==> config.mk <==
export PLATFORM = sky130hd
export DESIGN_NAME = mem_access_stage
export DESIGN_NICKNAME = d
export VERILOG_FILES = /design/src/rtl/cpu_pkg.sv /design/src/rtl/mem_timeout_cnt.sv /design/src/rtl/mem_access_stage.sv
export SDC_FILE = /design/constraint.sdc
export NUM_CORES = 1
export LEC_CHECK = 0
export ABC_AREA = 1
export BUFFER_PORTS_ARGS = -buffer_cell sky130_fd_sc_hd__buf_2
export CELL_PAD_IN_SITES_DETAIL_PLACEMENT = 0
export CELL_PAD_IN_SITES_GLOBAL_PLACEMENT = 1
export CORE_MARGIN = 3
export CORE_UTILIZATION = 28
export CTS_CLUSTER_DIAMETER = 40
export DETAILED_ROUTE_END_ITERATION = 8
export PLACE_DENSITY_LB_ADDON = 0.3
export SYNTH_ARGS = -nofsm -noshare
export SYNTH_HDL_FRONTEND = slang
export SYNTH_SLANG_ARGS = --single-unit
==> constraint.sdc <==
create_clock -name clk -period 2.9 [get_ports clk]
set_clock_uncertainty 0.1 [all_clocks]
set_input_delay 0.145 -clock clk [delete_from_list [all_inputs] [get_ports clk]]
set_output_delay 0.145 -clock clk [all_outputs]
set_load 0.005 [all_outputs]
==> src/rtl/cpu_pkg.sv <==
// Shared CPU pipeline definitions.
// Holds the MEM-stage FSM state type and the write-back data-select encoding.
package cpu_pkg;

  typedef enum logic [1:0] {
    StIdle,
    StReq,
    StWait
  } mem_state_t;

  typedef enum logic [1:0] {
    WbSelAlu,
    WbSelLoad,
    WbSelLink
  } wb_sel_t;

  // Link data beats load data, which beats the ALU result.
  function automatic wb_sel_t wb_select(input logic link_en, input logic mem_to_reg);
    if (link_en) begin
      return WbSelLink;
    end else if (mem_to_reg) begin
      return WbSelLoad;
    end
    return WbSelAlu;
  endfunction

endpackage

==> src/rtl/mem_timeout_cnt.sv <==
// Clear/enable cycle counter with a terminal-count flag.
// Ports:
//   clk_i  - clock, rising edge
//   rst_i  - synchronous active-high reset
//   clr_i  - clear to zero (wins over en_i)
//   en_i   - count one cycle
//   tc_o   - count has reached TermCount-1
module mem_timeout_cnt #(
  parameter int unsigned TermCount = 16
) (
  input  logic clk_i,
  input  logic rst_i,
  input  logic clr_i,
  input  logic en_i,
  output logic tc_o
);

  localparam int unsigned CntW = (TermCount > 1) ? $clog2(TermCount) : 1;

  logic [CntW-1:0] cnt_d, cnt_q;

  assign tc_o = (cnt_q == CntW'(TermCount - 1));

  // Saturate at the terminal count so the flag cannot wrap away.
  always_comb begin
    cnt_d = cnt_q;
    if (clr_i) begin
      cnt_d = '0;
    end else if (en_i && !tc_o) begin
      cnt_d = cnt_q + 1'b1;
    end
  end

  always_ff @(posedge clk_i) begin
    if (rst_i) begin
      cnt_q <= '0;
    end else begin
      cnt_q <= cnt_d;
    end
  end

endmodule

==> src/rtl/mem_access_stage.sv <==
// MEM pipeline stage: word load/store handshake with the data-memory port,
// upstream stall while an access is outstanding, and the registered result to WB.
// Ports:
//   clk, rst                    - clock, synchronous active-high reset
//   mem_read_in .. link_data_in - control/data from the EX/MEM register (held while stalled)
//   dmem_req/we/addr/wdata      - combinational request to data memory
//   dmem_ready/rvalid/rdata     - data-memory acceptance and load response
//   mem_stall                   - combinational hold for PC, IF/ID, ID/EX, EX/MEM
//   reg_write_out, dest_reg_out, wb_data_out - registered write-back outputs
//   misalign_err, bus_err       - registered single-cycle error pulses
module mem_access_stage
  import cpu_pkg::*;
#(
  parameter int unsigned TIMEOUT_CYCLES = 16,
  parameter int unsigned ADDR_W         = 32
) (
  input  logic              clk,
  input  logic              rst,
  input  logic              mem_read_in,
  input  logic              mem_write_in,
  input  logic              mem_to_reg_in,
  input  logic              reg_write_in,
  input  logic              link_en_in,
  input  logic [31:0]       alu_result_in,
  input  logic [31:0]       write_data_in,
  input  logic [4:0]        dest_reg_in,
  input  logic [31:0]       link_data_in,
  output logic              dmem_req,
  output logic              dmem_we,
  output logic [ADDR_W-1:0] dmem_addr,
  output logic [31:0]       dmem_wdata,
  input  logic              dmem_ready,
  input  logic              dmem_rvalid,
  input  logic [31:0]       dmem_rdata,
  output logic              mem_stall,
  output logic              reg_write_out,
  output logic [4:0]        dest_reg_out,
  output logic [31:0]       wb_data_out,
  output logic              misalign_err,
  output logic              bus_err
);

  mem_state_t  state_d, state_q;
  logic        reg_write_d, reg_write_q;
  logic [4:0]  dest_reg_d, dest_reg_q;
  logic [31:0] wb_data_d, wb_data_q;
  logic        misalign_d, misalign_q;
  logic        bus_err_d, bus_err_q;

  logic        is_mem, is_store, aligned, timeout_tc, wb_en;
  logic [31:0] wb_mux;

  assign is_mem   = mem_read_in | mem_write_in;
  // Read and write together is treated as a load.
  assign is_store = mem_write_in & ~mem_read_in;
  assign aligned  = (alu_result_in[1:0] == 2'b00);

  assign dmem_we    = is_store;
  assign dmem_addr  = alu_result_in;
  assign dmem_wdata = write_data_in;

  always_comb begin
    wb_mux = alu_result_in;
    unique case (wb_select(link_en_in, mem_to_reg_in))
      WbSelLink: wb_mux = link_data_in;
      WbSelLoad: wb_mux = dmem_rdata;
      default:   wb_mux = alu_result_in;
    endcase
  end

  // Counter sits at zero in IDLE and runs for every REQ/WAIT cycle.
  mem_timeout_cnt #(
    .TermCount (TIMEOUT_CYCLES)
  ) u_timeout_cnt (
    .clk_i (clk),
    .rst_i (rst),
    .clr_i (state_d == StIdle),
    .en_i  (state_q != StIdle),
    .tc_o  (timeout_tc)
  );

  // FSM next state, memory request and stall.
  always_comb begin
    state_d    = state_q;
    dmem_req   = 1'b0;
    mem_stall  = 1'b0;
    misalign_d = 1'b0;
    bus_err_d  = 1'b0;
    wb_en      = 1'b0;

    unique case (state_q)
      StIdle: begin
        if (!is_mem) begin
          wb_en = 1'b1;
        end else if (!aligned) begin
          misalign_d = 1'b1;
        end else begin
          dmem_req = 1'b1;
          if (dmem_ready && is_store) begin
            wb_en = 1'b1;
          end else if (dmem_ready) begin
            state_d   = StWait;
            mem_stall = 1'b1;
          end else begin
            state_d   = StReq;
            mem_stall = 1'b1;
          end
        end
      end
      StReq: begin
        if (timeout_tc) begin
          // Abort drops the request outright; a same-cycle ready is ignored.
          state_d   = StIdle;
          bus_err_d = 1'b1;
        end else begin
          dmem_req = 1'b1;
          if (dmem_ready && is_store) begin
            state_d = StIdle;
            wb_en   = 1'b1;
          end else if (dmem_ready) begin
            state_d   = StWait;
            mem_stall = 1'b1;
          end else begin
            mem_stall = 1'b1;
          end
        end
      end
      StWait: begin
        if (dmem_rvalid) begin
          state_d = StIdle;
          wb_en   = 1'b1;
        end else if (timeout_tc) begin
          state_d   = StIdle;
          bus_err_d = 1'b1;
        end else begin
          mem_stall = 1'b1;
        end
      end
      default: state_d = StIdle;
    endcase
  end

  // Write-back register next state: stall cycles and errors insert a bubble
  // that keeps dest/data but clears the write enable.
  always_comb begin
    reg_write_d = 1'b0;
    dest_reg_d  = dest_reg_q;
    wb_data_d   = wb_data_q;
    if (wb_en) begin
      reg_write_d = reg_write_in;
      dest_reg_d  = dest_reg_in;
      wb_data_d   = wb_mux;
    end
  end

  always_ff @(posedge clk) begin
    if (rst) begin
      state_q     <= StIdle;
      reg_write_q <= 1'b0;
      dest_reg_q  <= '0;
      wb_data_q   <= '0;
      misalign_q  <= 1'b0;
      bus_err_q   <= 1'b0;
    end else begin
      state_q     <= state_d;
      reg_write_q <= reg_write_d;
      dest_reg_q  <= dest_reg_d;
      wb_data_q   <= wb_data_d;
      misalign_q  <= misalign_d;
      bus_err_q   <= bus_err_d;
    end
  end

  assign reg_write_out = reg_write_q;
  assign dest_reg_out  = dest_reg_q;
  assign wb_data_out   = wb_data_q;
  assign misalign_err  = misalign_q;
  assign bus_err       = bus_err_q;

endmodule
==> results.json, run 1 <==
{
  "final_layout_size_suffix_gt1_frac": 0.370,
  "crit_path_frequent_cell": "nand2_1",
  "synth_edf_count": 0,
  "r2r_slack_ps": 1070,
  "syn_avg_cell_area_um2": 6.64,
  "timing.critical_path.buf_inv": 2,
  "drt_iter0_markers": 63,
  "num-fill-cells": 1298,
  "ys_types": 22,
  "p_clk_frac": 0.322,
  "top_level_ports": 249,
  "ys_warn_count": 0,
  "io_buffers": 184,
  "avgViaCountPerCell": 4.39,
  "syn-cell-area_um2": 3300,
  "ctsResizeCount": 0,
  "worst-setup-path-type": "reg2out",
  "dp_cells": 737,
  "drc": 0,
  "net-switching-power_mw": 0.523,
  "post_drt_wl_per_cell_um": 12.3,
  "hpwl_mm": 6.93,
  "coreArea_um2": 11500,
  "grt_pass1_wl_mm": 14.2,
  "tns_ps": 0,
  "yosys-top-cells-area": "dfxtp_1 28%, buf_4 15%, a21oi_1 11%",
  "async_flop_share": 0,
  "dr.pass1.iters": 4,
  "cts_made_buffers": 5,
  "multiInputGateArea_um2": 1550,
  "setup_ws_ps": 1050,
  "overflow": 0,
  "cts-root-buf": "clkbuf_16",
  "powerDensity_nw_per_um2": 447,
  "max_freq_mhz": 540,
  "grt_pass1_vias": 2951,
  "seq_area_um2": 921,
  "antenna_found_initial": 0,
  "critPathCaptureType": "output pin",
  "rows": 39,
  "critPathTopFamily": "flip-flops",
  "yosysSeqAreaShare": 0.279,
  "outcome": "completed",
  "cp_max_fo": 6,
  "clkTransAtPathRegs_ps": 70,
  "ant_nets": 0,
  "cp_slowest_cell": "dfxtp_1",
  "insertion_delay_ps": 280,
  "p_int_mw": 1.26,
  "fin_crit_sh": 0.639,
  "yosysMostFrequentCell": "nand2_1",
  "syn_inst": 498,
  "tightest_slew_ps": 845,
  "cp_slowest_stage_delay_ps": 340,
  "final_nets": 749,
  "fin_area_um2": 3980,
  "grt_max_degree": 76,
  "dp_slack_ps": 1070,
  "die_w_um": 115,
  "path_cells": "inv_1 > ha_1 > nand3_1 > nand2_1 > nand2_1 > a21oi_1 > buf_2",
  "antenna_cells": 0,
  "start_util": 0.288,
  "grt_usage": 0.133,
  "synthFlopType": "dfxtp_1",
  "slew_headroom": 0.436,
  "final-hold-violation-count": 0,
  "peakVddDrop_v": 0.000245,
  "synth_common_cells": "92 x nand2_1, 71 x a21oi_1, 64 x buf_4, 50 x inv_1",
  "netlist.area_leader.share": 0.279,
  "drv_slew": 0,
  "p_seq_frac": 0.409,
  "comb_power_share": 0.270,
  "synth_largest_area_cell": "dfxtp_1",
  "hold_class": "in2reg",
  "clockBufferDepth": 2,
  "ys_ff_latch": 46,
  "drt_wl_total_mm": 9.15,
  "place_area_um2": 3820,
  "switching_share": 0.294,
  "vias": 3276,
  "cts_num_sinks": 46,
  "crit_arrival_ps": 1610,
  "dieArea_um2": 13100,
  "gp_congestion": 0.788,
  "htreeDepth": 2,
  "crit_required_ps": 2650,
  "cp-start-kind": "flip-flop",
  "final-instance-count-excl-fill": 746,
  "cts_tree": "built",
  "fin_crit_ps": 1850,
  "synthToLayoutAreaGrowth_pct": 20.5,
  "rsz0062_at_grt": "false",
  "maxCapViolCount": 0,
  "power_mw": 1.78,
  "p_leak_nw": 2.18,
  "setup_viol": 0,
  "syn_nets": 645,
  "die_height_um": 115
}
## sequential cells by signal (all words and copies together), names as in the netlist
signal	cells
bus_err	1
dest_reg_out	5
misalign_err	1
reg_write_out	1
state_q	2
u_timeout_cnt.cnt_q	4
wb_data_out	32
## worst reg2reg max path, cell delays in order (launching register included)
cell and delay, ps:
dfxtp_1 340, inv_1 130, ha_1 250, nand2_2 80, nor2_1 110, nor2_2 50
nand2_2 80, buf_12 310, nand3_1 150, nand2_1 90, nor2_1 50
## routing by layer
metal / share of wire / global-route usage
met1: 0.41 / 0.157
met5: 0 / 0
met4: 0.014 / 0.0388
met2: 0.49 / 0.243
met3: 0.084 / 0.0243
## layout by cell type, fill, tap and decap left out, types with 5 or more instances in the layout
master,Yosys,final
a21oi_1,71,71
buf_2,11,184
clkbuf_16,0,5
dfxtp_1,46,46
ha_1,5,5
inv_1,50,49
nand2_1,92,92
nand3_1,29,29
nand3_2,20,20
nor2_1,46,45
o21ai_0,32,32
## through the flow
stage | hold WS (ps) | util
4_1_cts | 78.6 | 0.347
3_5_place_dp | 190 | 0.334
3_3_place_gp | 190 | 0.334
6_report | 86.5 | 0.347
2_1_floorplan | 198 | -
5_1_grt | 98.6 | 0.347
## what timing repair did
item	CTS	global route
endpoints found under the setup margin	0	0
hold endpoints to repair	1	0
hold buffers	1	0
buffers inserted	0	0
## final cells by class
type / instances / share of cell area
multi-input cells: 308 / 0.388
repair buffers: 191 / 0.251
flip-flops and latches: 46 / 0.231
clock inverters: 1 / 0.00126
well taps: 143 / 0.0449
inverters: 50 / 0.0471
clock buffers: 7 / 0.0358
## power by group through the flow
| stage | Combinational (mW) | Sequential (mW) | Clock, mW |
|---|---|---|---|
| after floorplan | 0.344 | 0.746 | 0 |
| after global placement | 0.485 | 0.742 | 0 |
| after detailed placement | 0.491 | 0.743 | 0 |
| after CTS | 0.493 | 0.730 | 0.599 |
| after global routing | 0.557 | 0.736 | 0.625 |
| final | 0.481 | 0.728 | 0.573 |
## kinds of logic after synthesis
logic type,share of synthesized area
compound gates,0.163
xor+xnor,0.00795
fa+ha+maj,0.0189
buf+inv,0.254
flops,0.279
simple gates,0.278
## worst paths after layout
path,start,to,cells after the start
max,state_q[1],mem_stall,7
min,dest_reg_in[3],dest_reg_out[3],5
max reg2reg,state_q[1],wb_data_out[24],10
min reg2reg,wb_data_out[22],wb_data_out[22],2
No activity file was read; power rests on OpenSTA's default activity.
==> run 2, diff against run 1 <==
--- a/config.mk
+++ b/config.mk
@@ -5,12 +5,12 @@
 export SDC_FILE = /design/constraint.sdc
 export NUM_CORES = 1
 export LEC_CHECK = 0
-export ABC_AREA = 1
+export ABC_AREA = 0
 export BUFFER_PORTS_ARGS = -buffer_cell sky130_fd_sc_hd__buf_2
 export CELL_PAD_IN_SITES_DETAIL_PLACEMENT = 0
 export CELL_PAD_IN_SITES_GLOBAL_PLACEMENT = 1
 export CORE_MARGIN = 3
-export CORE_UTILIZATION = 28
+export CORE_UTILIZATION = 25
 export CTS_CLUSTER_DIAMETER = 40
 export DETAILED_ROUTE_END_ITERATION = 8
 export PLACE_DENSITY_LB_ADDON = 0.3
==> constraint.sdc (replaced) <==
create_clock -name clk -period 1.5 [get_ports clk]
set_clock_uncertainty 0.1 [all_clocks]
set_input_delay 0.075 -clock clk [delete_from_list [all_inputs] [get_ports clk]]
set_output_delay 0.075 -clock clk [all_outputs]
set_load 0.005 [all_outputs]
==> run 2 against run 1 <==
Net effect:
- the run now ends with setup timing left
- via count down 8.0%
- final cell count shrank 4.7%
- first-iteration DRC count down 1.6%
- power rose by 100%
- register-to-register slack worse by 1400 ps
- clock power increased by 120%
- cell area up 17%
- critical endpoint is now u_timeout_cnt.cnt_q[3]
- largest cell class unchanged
- largest power group unchanged
==> results.json, run 2 <==
{
  "reg2reg_depth": 6,
  "worst-setup-path-type": "reg2reg",
  "cts_tree": "built",
  "syn_inst": 397,
  "layout_common_cells": "184 x buf_2, 74 x nand2b_1, 69 x mux2i_1, 42 x dfxtp_1, 35 x nand2_1",
  "crit_required_ps": 1600,
  "async_flop_share": 0,
  "final_common_cell": "buf_2",
  "start_util": 0.261,
  "crit_arrival_ps": 1940,
  "synth_common_cells": "74 x nand2b_1, 70 x mux2i_1, 64 x buf_4, 46 x dfxtp_1, 35 x nand2_1",
  "drt_iter0_markers": 62,
  "clockBufferDepth": 2,
  "netlist.area_leader.share": 0.273,
  "outcome": "finished with violations",
  "maxCapViolCount": 0,
  "drv_slew": 0,
  "top_level_ports": 249,
  "whs_path_depth": 0,
  "cts_num_sinks": 46,
  "setup_viol": 45,
  "hold_class": "in2out",
  "ant_nets": 0,
  "fin_crit_ps": 1830,
  "clkTransAtPathRegs_ps": 70,
  "p_leak_nw": 2.33,
  "ys_ff_latch": 46,
  "cp_num_cells": 6,
  "yosysMostFrequentCell": "nand2b_1",
  "synth_largest_area_cell": "dfxtp_1",
  "dieArea_um2": 14900,
  "post_drt_wl_per_cell_um": 12.7,
  "powerDensity_nw_per_um2": 774,
  "coreArea_um2": 12900,
  "cp_max_fo": 5,
  "cp_slowest_cell": "or3b_4",
  "grt_pass1_wl_mm": 13.8,
  "drc": 0,
  "num-fill-cells": 1383,
  "htreeDepth": 2,
  "die_height_um": 122,
  "insertion_delay_ps": 280,
  "final-hold-violation-count": 0,
  "final_nets": 685,
  "peakVddDrop_v": 0.000642,
  "largest_reg_flops": 32,
  "critPathCaptureType": "flip-flop",
  "vias": 3014,
  "rows": 41,
  "ys_types": 37,
  "path_cells": "inv_4 > ha_4 > or3b_4 > nor4_4 > o22ai_4 > a221oi_2",
  "syn_nets": 544,
  "antenna_found_initial": 0,
  "cp_slowest_stage_delay_ps": 420,
  "critPathTopFamily": "simple AND/OR/NAND/NOR gates",
  "dr.pass1.iters": 4,
  "antenna_cells": 0,
  "avgViaCountPerCell": 4.24,
  "drt_wl_total_mm": 9.03,
  "overflow": 0,
  "max_freq_mhz": 545,
  "hpwl_mm": 6.98,
  "synthFlopType": "dfxtp_1",
  "tightest_slew_ps": 532,
  "cts-root-buf": "clkbuf_16",
  "violations": "setup timing",
  "syn-cell-area_um2": 3370,
  "setup_ws_ps": -333,
  "fin_crit_sh": 1.22,
  "grt_usage": 0.112,
  "die_w_um": 122,
  "grt_max_degree": 65,
  "yosysSeqAreaShare": 0.273,
  "slew_headroom": 0.642,
  "r2r_slack_ps": -330,
  "cts_made_buffers": 5,
  "power_mw": 3.60,
  "synth_edf_count": 0,
  "grt_pass1_vias": 3007,
  "ys_warn_count": 0,
  "io_buffers": 184,
  "timing.critical_path.buf_inv": 1,
  "gp_congestion": 0.811,
  "yosys-top-cells-area": "dfxtp_1 27%, mux2i_1 21%, buf_4 14%",
  "hold_ws_ps": 50.0,
  "synthToLayoutAreaGrowth_pct": 37.9,
  "rsz0062_at_grt": "true",
  "cp-start-kind": "flip-flop",
  "syn_avg_cell_area_um2": 8.50,
  "final_layout_size_suffix_gt1_frac": 0.473
}
==> run 2: cell types whose count changed after synthesis, sizes merged, moves of 8 or more <==
cell and delta:
a21oi -65, buf -14, clkbuf +8, inv -45
mux2i +70, nand2 -59, nand2b +74, nand3 -49
nor2 -42
==> run 2: logic make-up after synthesis <==
kind of cell / Yosys count / share of synthesized area
AND/OR/NAND/NOR: 130 / 0.216
buffers and inverters: 93 / 0.185
multiplexers: 70 / 0.208
AO/OA/AOI/OAI: 51 / 0.0946
flip-flops: 46 / 0.273
adder cells (fa/ha/maj): 5 / 0.0185
XOR/XNOR: 2 / 0.00519
==> run 2: path summary, 6_finish.rpt <==
| path | to | start |
|---|---|---|
| max | u_timeout_cnt.cnt_q[3] | state_q[1] |
| min | dmem_wdata[24] | write_data_in[24] |
| max reg2reg | u_timeout_cnt.cnt_q[3] | state_q[1] |
| min reg2reg | wb_data_out[11] | wb_data_out[11] |
==> run 2: layer usage <==
metal | up-vias | wire length (um) | GRT usage | part of all wire
met3 | 22 | 747 | 0.0325 | 0.083
met1 | 1343 | 3790 | 0.133 | 0.42
met4 | 0 | 140 | 0.0315 | 0.015
met2 | 110 | 4360 | 0.195 | 0.48
met5 | - | 0 | 0 | 0
li1 | 1539 | - | - | -
==> run 2: cell type report <==
class                      instances  area [um2]  share of cell area
multi-input combinational        258        1980               0.426
tap                              172         215              0.0463
clock buffer                       5         125              0.0269
sequential                        46         928               0.200
timing repair buffer             222        1340               0.288
clock inverter                     3        40.0             0.00861
inverter                           5        21.3             0.00457
==> run 2: per-stage QoR <==
step,area [um2],std cells,setup WS (ps),setup TNS (ps),utilization
global route,4650,711,-410,-15150,0.360
CTS,4540,708,-309,-11770,0.351
finish,4650,711,-333,-11960,0.360
floorplan,3420,397,-247,-8630,-
global placement,4200,690,-225,-8430,0.325
detailed placement,4200,690,-295,-10860,0.325
==> run 2: report_power, final <==
| part | switching (mW) | internal (mW) | total, mW | leakage, nW |
|---|---|---|---|---|
| Combinational | 0.441 | 0.555 | 0.996 | 1.87 |
| Sequential | 0.0452 | 1.31 | 1.36 | 0.378 |
| Clock | 0.467 | 0.780 | 1.25 | 0.0836 |
==> run 2: worst register-to-register path, delay by kind of cell, from the launching register on <==
family	cells	cell delay (ps)
flip-flops	1	360
adder cells (fa/ha/maj)	1	140
buffers and inverters	1	60
AO/OA/AOI/OAI	2	420
AND/OR/NAND/NOR	2	660
==> run 2: repair_timing <==
item / 4_1_cts / 5_1_grt
hold endpoints to repair: 6 / 0
resized for setup: 16 / 14
setup buffers: 4 / 1
endpoints found under the setup margin: 45 / 47
pin swaps: 3 / 2
hold buffers: 6 / 0
gates cloned: 0 / 2
==> run 3, diff against run 2 <==
--- a/config.mk
+++ b/config.mk
@@ -6,12 +6,12 @@
 export NUM_CORES = 1
 export LEC_CHECK = 0
 export ABC_AREA = 0
+export ABC_CLOCK_PERIOD_IN_PS = 1500
 export BUFFER_PORTS_ARGS = -buffer_cell sky130_fd_sc_hd__buf_2
 export CELL_PAD_IN_SITES_DETAIL_PLACEMENT = 0
 export CELL_PAD_IN_SITES_GLOBAL_PLACEMENT = 1
-export CORE_MARGIN = 3
+export CORE_MARGIN = 2
 export CORE_UTILIZATION = 25
-export CTS_CLUSTER_DIAMETER = 40
 export DETAILED_ROUTE_END_ITERATION = 8
 export PLACE_DENSITY_LB_ADDON = 0.3
 export SYNTH_ARGS = -nofsm -noshare
==> run 3 against run 2 <==
Net effect:
- the flow still finishes with violations (setup timing)
- core utilization decreased by 1.1 points
- largest cell class unchanged
- die area decreased by 3.2%
- hold slack about the same
- power decreased by 1.6%
- sequential share of layout area increased by 0.21 points
- flip-flop and latch count unchanged
- via count increased by 0.76%
- clock power about the same
- fmax increased by 1.5%
==> results.json, run 3 (synthesized netlist as in run 2, its figures left out) <==
{
  "final_layout_size_suffix_gt1_frac": 0.463,
  "num-fill-cells": 1407,
  "cts_made_buffers": 5,
  "critPathCaptureType": "flip-flop",
  "hpwl_mm": 6.98,
  "hold_class": "in2out",
  "cts_tree": "built",
  "tns_ps": -10890,
  "grt_pass1_wl_mm": 14.0,
  "clkTransAtPathRegs_ps": 60,
  "powerDensity_nw_per_um2": 771,
  "p_leak_nw": 2.31,
  "io_buffers": 184,
  "drc": 0,
  "worst-setup-path-type": "reg2reg",
  "fin_crit_ps": 1810,
  "gp_congestion": 0.865,
  "layout_common_cells": "184 x buf_2, 74 x nand2b_1, 70 x mux2i_1, 43 x dfxtp_1, 35 x nand2_1",
  "crit_required_ps": 1600,
  "htreeDepth": 2,
  "final_nets": 686,
  "dieArea_um2": 14400,
  "synthToLayoutAreaGrowth_pct": 36.2,
  "antenna_cells": 0,
  "fin_crit_sh": 1.20,
  "place_area_um2": 4200,
  "drt_iter0_markers": 95,
  "coreArea_um2": 13200,
  "peakVddDrop_v": 0.000404,
  "route.met3.wl_um": 596,
  "multiInputGateArea_um2": 1950,
  "slew_headroom": 0.686,
  "grt_pass1_vias": 3021,
  "grt_max_degree": 65,
  "drt_wl_total_mm": 8.92,
  "largest_reg_flops": 32,
  "violations": "setup timing",
  "final-hold-violation-count": 0,
  "outcome": "finished with violations",
  "routed.top_layer": "met4",
  "final_common_cell": "buf_2",
  "fin_area_um2": 4600,
  "wl_met2_mm": 4.47,
  "setup_ws_ps": -305,
  "cts-root-buf": "clkbuf_16",
  "dr.pass1.iters": 4,
  "hold_ws_ps": 50.0,
  "clockBufferDepth": 2,
  "setup_viol": 46,
  "wl_met1_mm": 3.76,
  "max_freq_mhz": 554,
  "cp-start-kind": "flip-flop",
  "cp_max_fo": 5,
  "post_drt_wl_per_cell_um": 12.5,
  "utilization": 0.348,
  "drv_slew": 0,
  "die_w_um": 120,
  "power_mw": 3.54,
  "avgViaCountPerCell": 4.24,
  "start_util": 0.256,
  "seq_area_um2": 927,
  "maxCapViolCount": 0,
  "ant_nets": 0,
  "cts_num_sinks": 46,
  "die_height_um": 120,
  "rsz0062_at_grt": "true",
  "rows": 42,
  "grt_usage": 0.118,
  "crit_arrival_ps": 1900,
  "top_level_ports": 249,
  "insertion_delay_ps": 280,
  "overflow": 0,
  "tightest_slew_ps": 467,
  "vias": 3037,
  "antenna_found_initial": 0
}
run 3: cell count changes in the layout (fill, tap and decap cells not counted), moves of 2 or more:
cell / before / now
clkbuf_16: 7 / 5
a22oi_2: 2 / 0
a22oi_1: 0 / 2
buf_4: 19 / 22
clkbuf_1: 0 / 2
clkinv_2: 2 / 0
run 3: final cells by class:
class,count,area share
inverters,5,0.00463
clock buffers,7,0.0289
repair buffers,223,0.286
multi-input cells,258,0.424
flip-flops and latches,46,0.202
well taps,176,0.0479
clock inverters,1,0.00653
run 3: worst paths after layout:
check                    start                endpoint  slack (ps)  cells after the start
max                 state_q[1]  u_timeout_cnt.cnt_q[3]        -310                      5
min          write_data_in[17]          dmem_wdata[17]          50                      0
max reg2reg         state_q[1]  u_timeout_cnt.cnt_q[3]        -310                      5
min reg2reg    wb_data_out[21]         wb_data_out[21]         370                      2
run 3: critical path, stage by stage (launching register included):
cell and delay, ps:
dfxtp_4 360, inv_4 60, ha_4 140, or3b_4 410
o32a_4 360, a221oi_2 270
run 3: repair_timing:
action,in CTS,in global routing
buffers inserted,6,2
endpoints found under the hold margin,6,0
pin swaps,7,3
gates resized for setup,16,8
endpoints found under the setup margin,45,47
hold buffers,6,0
cloned,0,0
run 3: routing by layer:
| metal | vias to the layer above | track usage |
|---|---|---|
| li1 | 1548 | - |
| met1 | 1366 | 0.138 |
| met2 | 111 | 0.214 |
| met3 | 12 | 0.0266 |
| met4 | 0 | 0.0324 |
| met5 | - | 0 |
run 3: through the flow:
step,worst slack (ps),cells
after floorplan,-247,397
after global placement,-229,694
after detailed placement,-308,694
after CTS,-304,714
after global routing,-408,716
final,-305,716
run 3: power by group:
group	leakage, nW	switching (mW)	total, mW	internal (mW)
clock network	0.0781	0.444	1.23	0.788
registers	0.378	0.0466	1.36	1.31
logic	1.85	0.429	0.953	0.525
